## config.mk

```make
export PLATFORM = sky130hd
export DESIGN_NAME = alu_64
export DESIGN_NICKNAME = d
export VERILOG_FILES = /design/src/rtl/alu_64.sv
export SDC_FILE = /design/constraint.sdc
export NUM_CORES = 1
export LEC_CHECK = 0
export BUFFER_PORTS_ARGS = -buffer_cell sky130_fd_sc_hd__buf_4
export CAP_MARGIN = 20
export CORE_MARGIN = 8
export CORE_UTILIZATION = 60
export CTS_CLUSTER_DIAMETER = 30
export DETAILED_ROUTE_END_ITERATION = 6
export PLACE_DENSITY = 0.85
export SKIP_LAST_GASP = 1
export SYNTH_ARGS = -nofsm -noshare
export SYNTH_HDL_FRONTEND = slang
export SYNTH_SLANG_ARGS = --single-unit
```

## constraint.sdc

```tcl
create_clock -name clk -period 18.5 [get_ports clk]
set_clock_uncertainty 0.1 [all_clocks]
set_input_delay 3.7 -clock clk [delete_from_list [all_inputs] [get_ports clk]]
set_output_delay 3.7 -clock clk [all_outputs]
set_load 0.02 [all_outputs]
```

## src/rtl/alu_64.sv

```systemverilog
// alu_64: execute-stage integer ALU with a registered result and NZVC flags.
// The datapath is purely combinational; one output register stage makes
// result and flags valid exactly one clock after the operands and opcode.
module alu_64 #(
  parameter int WIDTH = 64
) (
  input  logic             clk,
  input  logic             reset,
  input  logic [WIDTH-1:0] A,
  input  logic [WIDTH-1:0] B,
  input  logic [2:0]       cntrl,
  output logic [WIDTH-1:0] result,
  output logic             negative,
  output logic             zero,
  output logic             overflow,
  output logic             carry_out
);

  localparam logic [2:0] OP_PASS_B = 3'b000;
  localparam logic [2:0] OP_ADD    = 3'b010;
  localparam logic [2:0] OP_SUB    = 3'b011;
  localparam logic [2:0] OP_AND    = 3'b100;
  localparam logic [2:0] OP_OR     = 3'b101;
  localparam logic [2:0] OP_XOR    = 3'b110;

  logic             is_add;
  logic             is_sub;
  logic             is_arith;
  logic [WIDTH-1:0] b_eff;
  logic [WIDTH-1:0] carry_in_vec;
  logic [WIDTH-1:0] low_sum;
  logic             carry_into_msb;
  logic [1:0]       msb_sum;
  logic [WIDTH-1:0] sum;
  logic             sum_carry;
  logic             sum_overflow;

  logic [WIDTH-1:0] result_next;
  logic             negative_next;
  logic             zero_next;
  logic             overflow_next;
  logic             carry_out_next;

  // Decode the opcode into adder controls.
  always_comb begin
    is_add   = (cntrl == OP_ADD);
    is_sub   = (cntrl == OP_SUB);
    is_arith = is_add | is_sub;
  end

  // Shared adder: subtract is A + ~B + 1. The top bit is summed separately so
  // the carry into bit WIDTH-1 is available for the signed overflow flag.
  always_comb begin
    b_eff        = is_sub ? ~B : B;
    carry_in_vec = '0;
    carry_in_vec[0] = is_sub;
    low_sum = {1'b0, A[WIDTH-2:0]} + {1'b0, b_eff[WIDTH-2:0]} + carry_in_vec;
    carry_into_msb = low_sum[WIDTH-1];
    msb_sum = {1'b0, A[WIDTH-1]} + {1'b0, b_eff[WIDTH-1]} + {1'b0, carry_into_msb};
    sum          = {msb_sum[0], low_sum[WIDTH-2:0]};
    sum_carry    = msb_sum[1];
    sum_overflow = carry_into_msb ^ msb_sum[1];
  end

  // Select the operation result; undefined codes produce zero.
  always_comb begin
    result_next = '0;
    unique case (cntrl)
      OP_PASS_B: result_next = B;
      OP_ADD:    result_next = sum;
      OP_SUB:    result_next = sum;
      OP_AND:    result_next = A & B;
      OP_OR:     result_next = A | B;
      OP_XOR:    result_next = A ^ B;
      default:   result_next = '0;
    endcase
  end

  // Flags: N and Z follow the result for every code; V and C only for add/sub.
  always_comb begin
    negative_next  = result_next[WIDTH-1];
    zero_next      = (result_next == '0);
    overflow_next  = is_arith & sum_overflow;
    carry_out_next = is_arith & sum_carry;
  end

  // Output register; reset wins over any operation and leaves Z set.
  always_ff @(posedge clk) begin
    if (reset) begin
      result    <= '0;
      negative  <= 1'b0;
      zero      <= 1'b1;
      overflow  <= 1'b0;
      carry_out <= 1'b0;
    end else begin
      result    <= result_next;
      negative  <= negative_next;
      zero      <= zero_next;
      overflow  <= overflow_next;
      carry_out <= carry_out_next;
    end
  end

endmodule

```

=== Word level (Yosys, flattened, before mapping) ===
Cells that the tools add are included.

* Bits in registers: 68
* Input port bits: 133

* Add/sub/neg operators: 4
* Equal/unequal tests: 5
* Muxes and demuxes: 2
* Bitwise logic cells: 8
* Reduce and logical (&&, ||, !) cells: 3

{| class="wikitable"
|+ Operators by type and width
! cell !! number
|-
| case mux 64 bit (5 select lines) || 1
|-
| adder 63 x 63 -> 64 bit || 1
|-
| adder 64 x 1 -> 64 bit || 1
|-
| bitwise AND 64 bit || 1
|-
| zero test 64 bit || 1
|-
| 2-to-1 mux 64 bit || 1
|-
| inverter 64 bit || 1
|-
| bitwise OR 64 bit || 1
|-
| bitwise XOR 64 bit || 1
|-
| == test 3 bit, second input constant || 3
|-
| == test 3 x 2 -> 1 bit, second input constant || 2
|-
| zero test 3 bit || 1
|-
| adder 1 x 1 -> 2 bit || 1
|-
| adder 2 x 1 -> 2 bit || 1
|-
| bitwise AND 1 bit || 2
|-
| OR reduction 2 bit || 1
|-
| bitwise OR 1 bit || 1
|-
| bitwise XOR 1 bit || 1
|}

=== Depth between registers and ports, before layout ===
* Depth after elaboration: 7
* Gate-level depth with buffers: 33
* Mapped depth without buffers: 25

=== Least setup slack after synthesis ===
No wires, ideal clock.

* Path type: input-to-reg
* Start: in cntrl[2]
* End: reg zero
* Setup time: 60 ps
* Arrival: 10212 ps
* Setup slack: 8127 ps
* Stages: 33
* Buffers on the path: 8
* Cells stage by stage: buf_2 > nor2b_1 > clkbuf_1 > buf_1 > buf_1 > buf_2 > buf_2 > nand2_1 > clkbuf_1 > xnor2_1 > ha_1 > buf_2 > nand4_1 > nor3_1 > nand3_1 > nor4_2 > nor3_4 > and3_2 > o31ai_1 > a21o_1 > a21oi_2 > o21ai_2 > fa_1 > a221oi_1 > a21o_1 > o2111a_1 > nand4_1 > nor4_1 > nand4_1 > nor4_1 > nand4_1 > nor4_1 > a41o_1

* Longest elaborated chain between the ends: 7
* Elaborated cells between the ends (all ways): 14
* Classes of those cells: add/sub (4); eq/ne (5); mux (2); reduce/logical (3)

{| class="wikitable"
|+ Ends and longest elaborated chain
! what !! line !! RTL
|-
| start, declared || 11 || <nowiki>input logic [2:0] cntrl,</nowiki>
|-
| == test 3 x 2 -> 1 bit || 47, 68 ||
|-
| 2-to-1 mux 64 bit || 54 || <nowiki>b_eff = is_sub ? ~B : B;</nowiki>
|-
| adder 63 x 63 -> 64 bit || 57 || <nowiki>low_sum = {1'b0, A[WIDTH-2:0]} + {1'b0, b_eff[WIDTH-2:0]} + carry_in_vec;</nowiki>
|-
| adder 64 x 1 -> 64 bit || 57 ||
|-
| adder 2 x 1 -> 2 bit || 59 || <nowiki>msb_sum = {1'b0, A[WIDTH-1]} + {1'b0, b_eff[WIDTH-1]} + {1'b0, carry_into_msb};</nowiki>
|-
| case mux 64 bit (5 select lines) * || 68 || <nowiki>unique case (cntrl)</nowiki>
|-
| zero test 64 bit * || 82 || <nowiki>zero_next = (result_next == '0);</nowiki>
|-
| end signal, assigned || 98 || <nowiki>zero <= zero_next;</nowiki>
|-
| end, declared || 14 || <nowiki>output logic zero,</nowiki>
|}

Every way passes the cells marked *; elsewhere a longest branch is shown, timed or not.
A chain may end at the register's enable or synchronous reset.

=== Worst setup path after layout ===
Ends and elaborated chain as after synthesis.

==> impl_results.md <==
- Io pins: 201
- Setup TNS: 0 ps
- Startpoint class of the critical path: input port
- Synth top cells by count: ha_1, nand2_1, inv_1
- Ys Warns: 0
- Initial antenna violation count: 0
- Clock Tree Root: clkbuf_16
- DR WL/cell: 20.59 um
- Highest metal used: met4
- GRT Overall Usage: 0.3305
- Area leader, netlist: ha_1
- # DRC: 0
- Clock power frac: 0.248
- CTS Sinks: 67
- Area of the multi-input gates: 8489 um2
- Nets@finish: 1953
- Worst path arrival time: 10640 ps
- Syn nets: 1822
- DP HPWL: 30020 um
- CTS buffer count: 9
- Run status: complete, no violations
- Fraction of layout cells with a size suffix above 1: 0.1575
- Largest net degree at the start of global routing: 68
- Post-route ant nets: 0
- Final wirelength: 38310 um
- Sw Share: 0.4380
- Core Footprint: 17720 um2
- Top cell type's share of synthesized area: 0.2218
- Cells after Synth: 1497
- Worst hold-check path type: input port to register
- Total power: 777.4 uW
- Tmin final: 10460 ps
- Pins Over Slew Limit: 0
- Int Power: 436.9 uW
- Metal2 WL: 17720 um
- Static Leak: 5.939 nW
- Setup CP Type: input port to register
- Hold Path Depth: 3
- GR Overflow Total: 0
- Post-CTS Resized: 0
- CP Max Fanout: 47
- Part of the cycle the worst path needs: 0.5653
- Worst-margin pin slew: 871.2 ps
- Post-synthesis sequential area ratio: 0.1251
- Slew margin rel.: 0.4192
- Most used DFF post-synth: dfxtp_1
- Sequential fraction of design power: 0.210
- P_sw: 340.5 uW
- Worst EP required: 18680 ps
- Area Growth Syn to Fin: 16.96%
- Clock Path Buffers: 2
- Synth unique cells: 81
- Hold_ws: 3588 ps
- Top cells by area, synth: ha_1, dfxtp_1, xnor2_1, a21oi_1, nand2_1
- Most numerous cell in the Yosys netlist: ha_1
- Gate power share: 0.542
- Die width: 149.7 um
- Total of max-cap violations: 0
- Register Area: 1341 um2
- Post-Syn Area per Cell: 7.160 um2
- Synth Register Bits: 67
- CTS H-tree depth: 3
- Final setup violating endpoints: 0
- Via-per-instance ratio: 6.294
- Metal3 WL: 3576 um
- TritonCTS clock tree: built
- Vias in the first global route: 11200
- CP Capture Type: register
- Cell Area, Synth: 10720 um2
- Die area: 22400 um2
- RSZ-0062 raised after global routing: false
- DRT iter0 DRCs: 943
- Hold Buf Count CTS: 0
- Clk pin slew, worst setup/hold paths: 70 ps
- Detailed Routing Iterations Pass 1: 6
- Peak VDD IR: 89.10 uV
- Max Fclk: 0.09563 GHz
- Post-synth EDFFs: 0
- IO buf count: 200
- M1 WL: 15750 um
- Initial Util: 0.6050
- Fill cell count: 1512
- Post-synth ARST share: 0
- Post-CTS Setup Repair Bufs: 0
- Diode count: 0
- Detailed-route via count: 11710
- Die Ht: 149.7 um
- Row cnt: 49
- First-pass GRT wire length: 59390 um
- Final Wtd Congestion: 0.9812
- Hold Violations, Final: 0
- Pwr dens: 62.01 nW/um2
-- layout make-up --
cell class / instances / area share
repair buffers: 211 / 0.1263
clock inverters: 6 / 0.007086
multi-input cells: 1200 / 0.6771
well taps: 229 / 0.02285
inverters: 139 / 0.04162
clock buffers: 9 / 0.01796
flip-flops and latches: 67 / 0.1070
-- power by group through the flow --
stage	Sequential (mW)	Clock [mW]	Combinational, mW
final	0.163	0.193	0.421
after global routing	0.165	0.198	0.456
after CTS	0.164	0.192	0.413
after detailed placement	0.166	0	0.409
after global placement	0.166	0	0.404
after floorplan	0.185	0	0.251
-- worst max-delay path, cell delays in order --
cell,delay [ps]
buf_4,390
nor2b_4,90
nand2_4,270
buf_4,750
xnor2_1,140
ha_1,500
nand4_1,200
nor3_1,450
nand3_1,190
nor4_2,260
nor3_4,110
and3_2,240
o31ai_1,360
a21o_1,190
a21oi_2,70
o21ai_2,210
fa_1,450
a221oi_1,270
a21o_1,150
o2111a_1,190
nand4_1,110
nor4_1,180
nand4_1,120
nor4_1,240
nand4_1,180
nor4_1,330
a41o_1,220
-- sequential cells by signal, summed over array words and instances (netlist names) --
register / flops
carry_out: 1
overflow: 1
result: 64
zero: 1
-- through the flow --
| stage | utilization | setup slack (ps) | std cells | instance area (um2) |
|---|---|---|---|---|
| after global routing | 0.7076 | 7547 | 1861 | 12540 |
| after CTS | 0.7076 | 8128 | 1861 | 12540 |
| after floorplan | - | 8127 | 1497 | 10720 |
| after detailed placement | 0.6899 | 7821 | 1846 | 12220 |
| final | 0.7076 | 8043 | 1861 | 12540 |
| after global placement | 0.6899 | 8090 | 1846 | 12220 |
-- cell families after synthesis --
family,Yosys count,share of synthesized area
adder cells (fa/ha/maj),192,0.2255
AND/OR/NAND/NOR,442,0.1924
multiplexers,8,0.007587
XOR/XNOR,108,0.08825
flip-flops,67,0.1251
buffers and inverters,230,0.08521
AO/OA/AOI/OAI,450,0.2759
-- layout by cell type (no fill, tap or decap), types with 9 or more instances in the layout --
cell,n
a21o_1,26
a21oi_1,134
a221oi_1,15
a22oi_1,37
and3_1,10
buf_4,211
clkbuf_16,9
dfxtp_1,67
ha_1,190
inv_1,139
nand2_1,159
nand2b_1,9
nand3_1,23
nand4_1,46
nor2_1,117
nor2b_1,13
nor3_1,20
o211ai_1,38
o21ai_0,92
o21bai_1,14
o31ai_1,13
xnor2_1,88
xor2_1,20
-- path summary, 6_finish.rpt --
| kind | from | end | slack, ps |
|---|---|---|---|
| worst max-delay path | cntrl[2] | zero | 8040 |
| worst min-delay path | B[10] | result[10] | 3590 |
-- metal layers --
layer  GRT usage  up-vias
met5           0        -
met4      0.1189        0
met3     0.06018       86
met2      0.5574      573
met1      0.4128     5481
li1            -     5574
No activity file was read; power rests on OpenSTA's default activity.
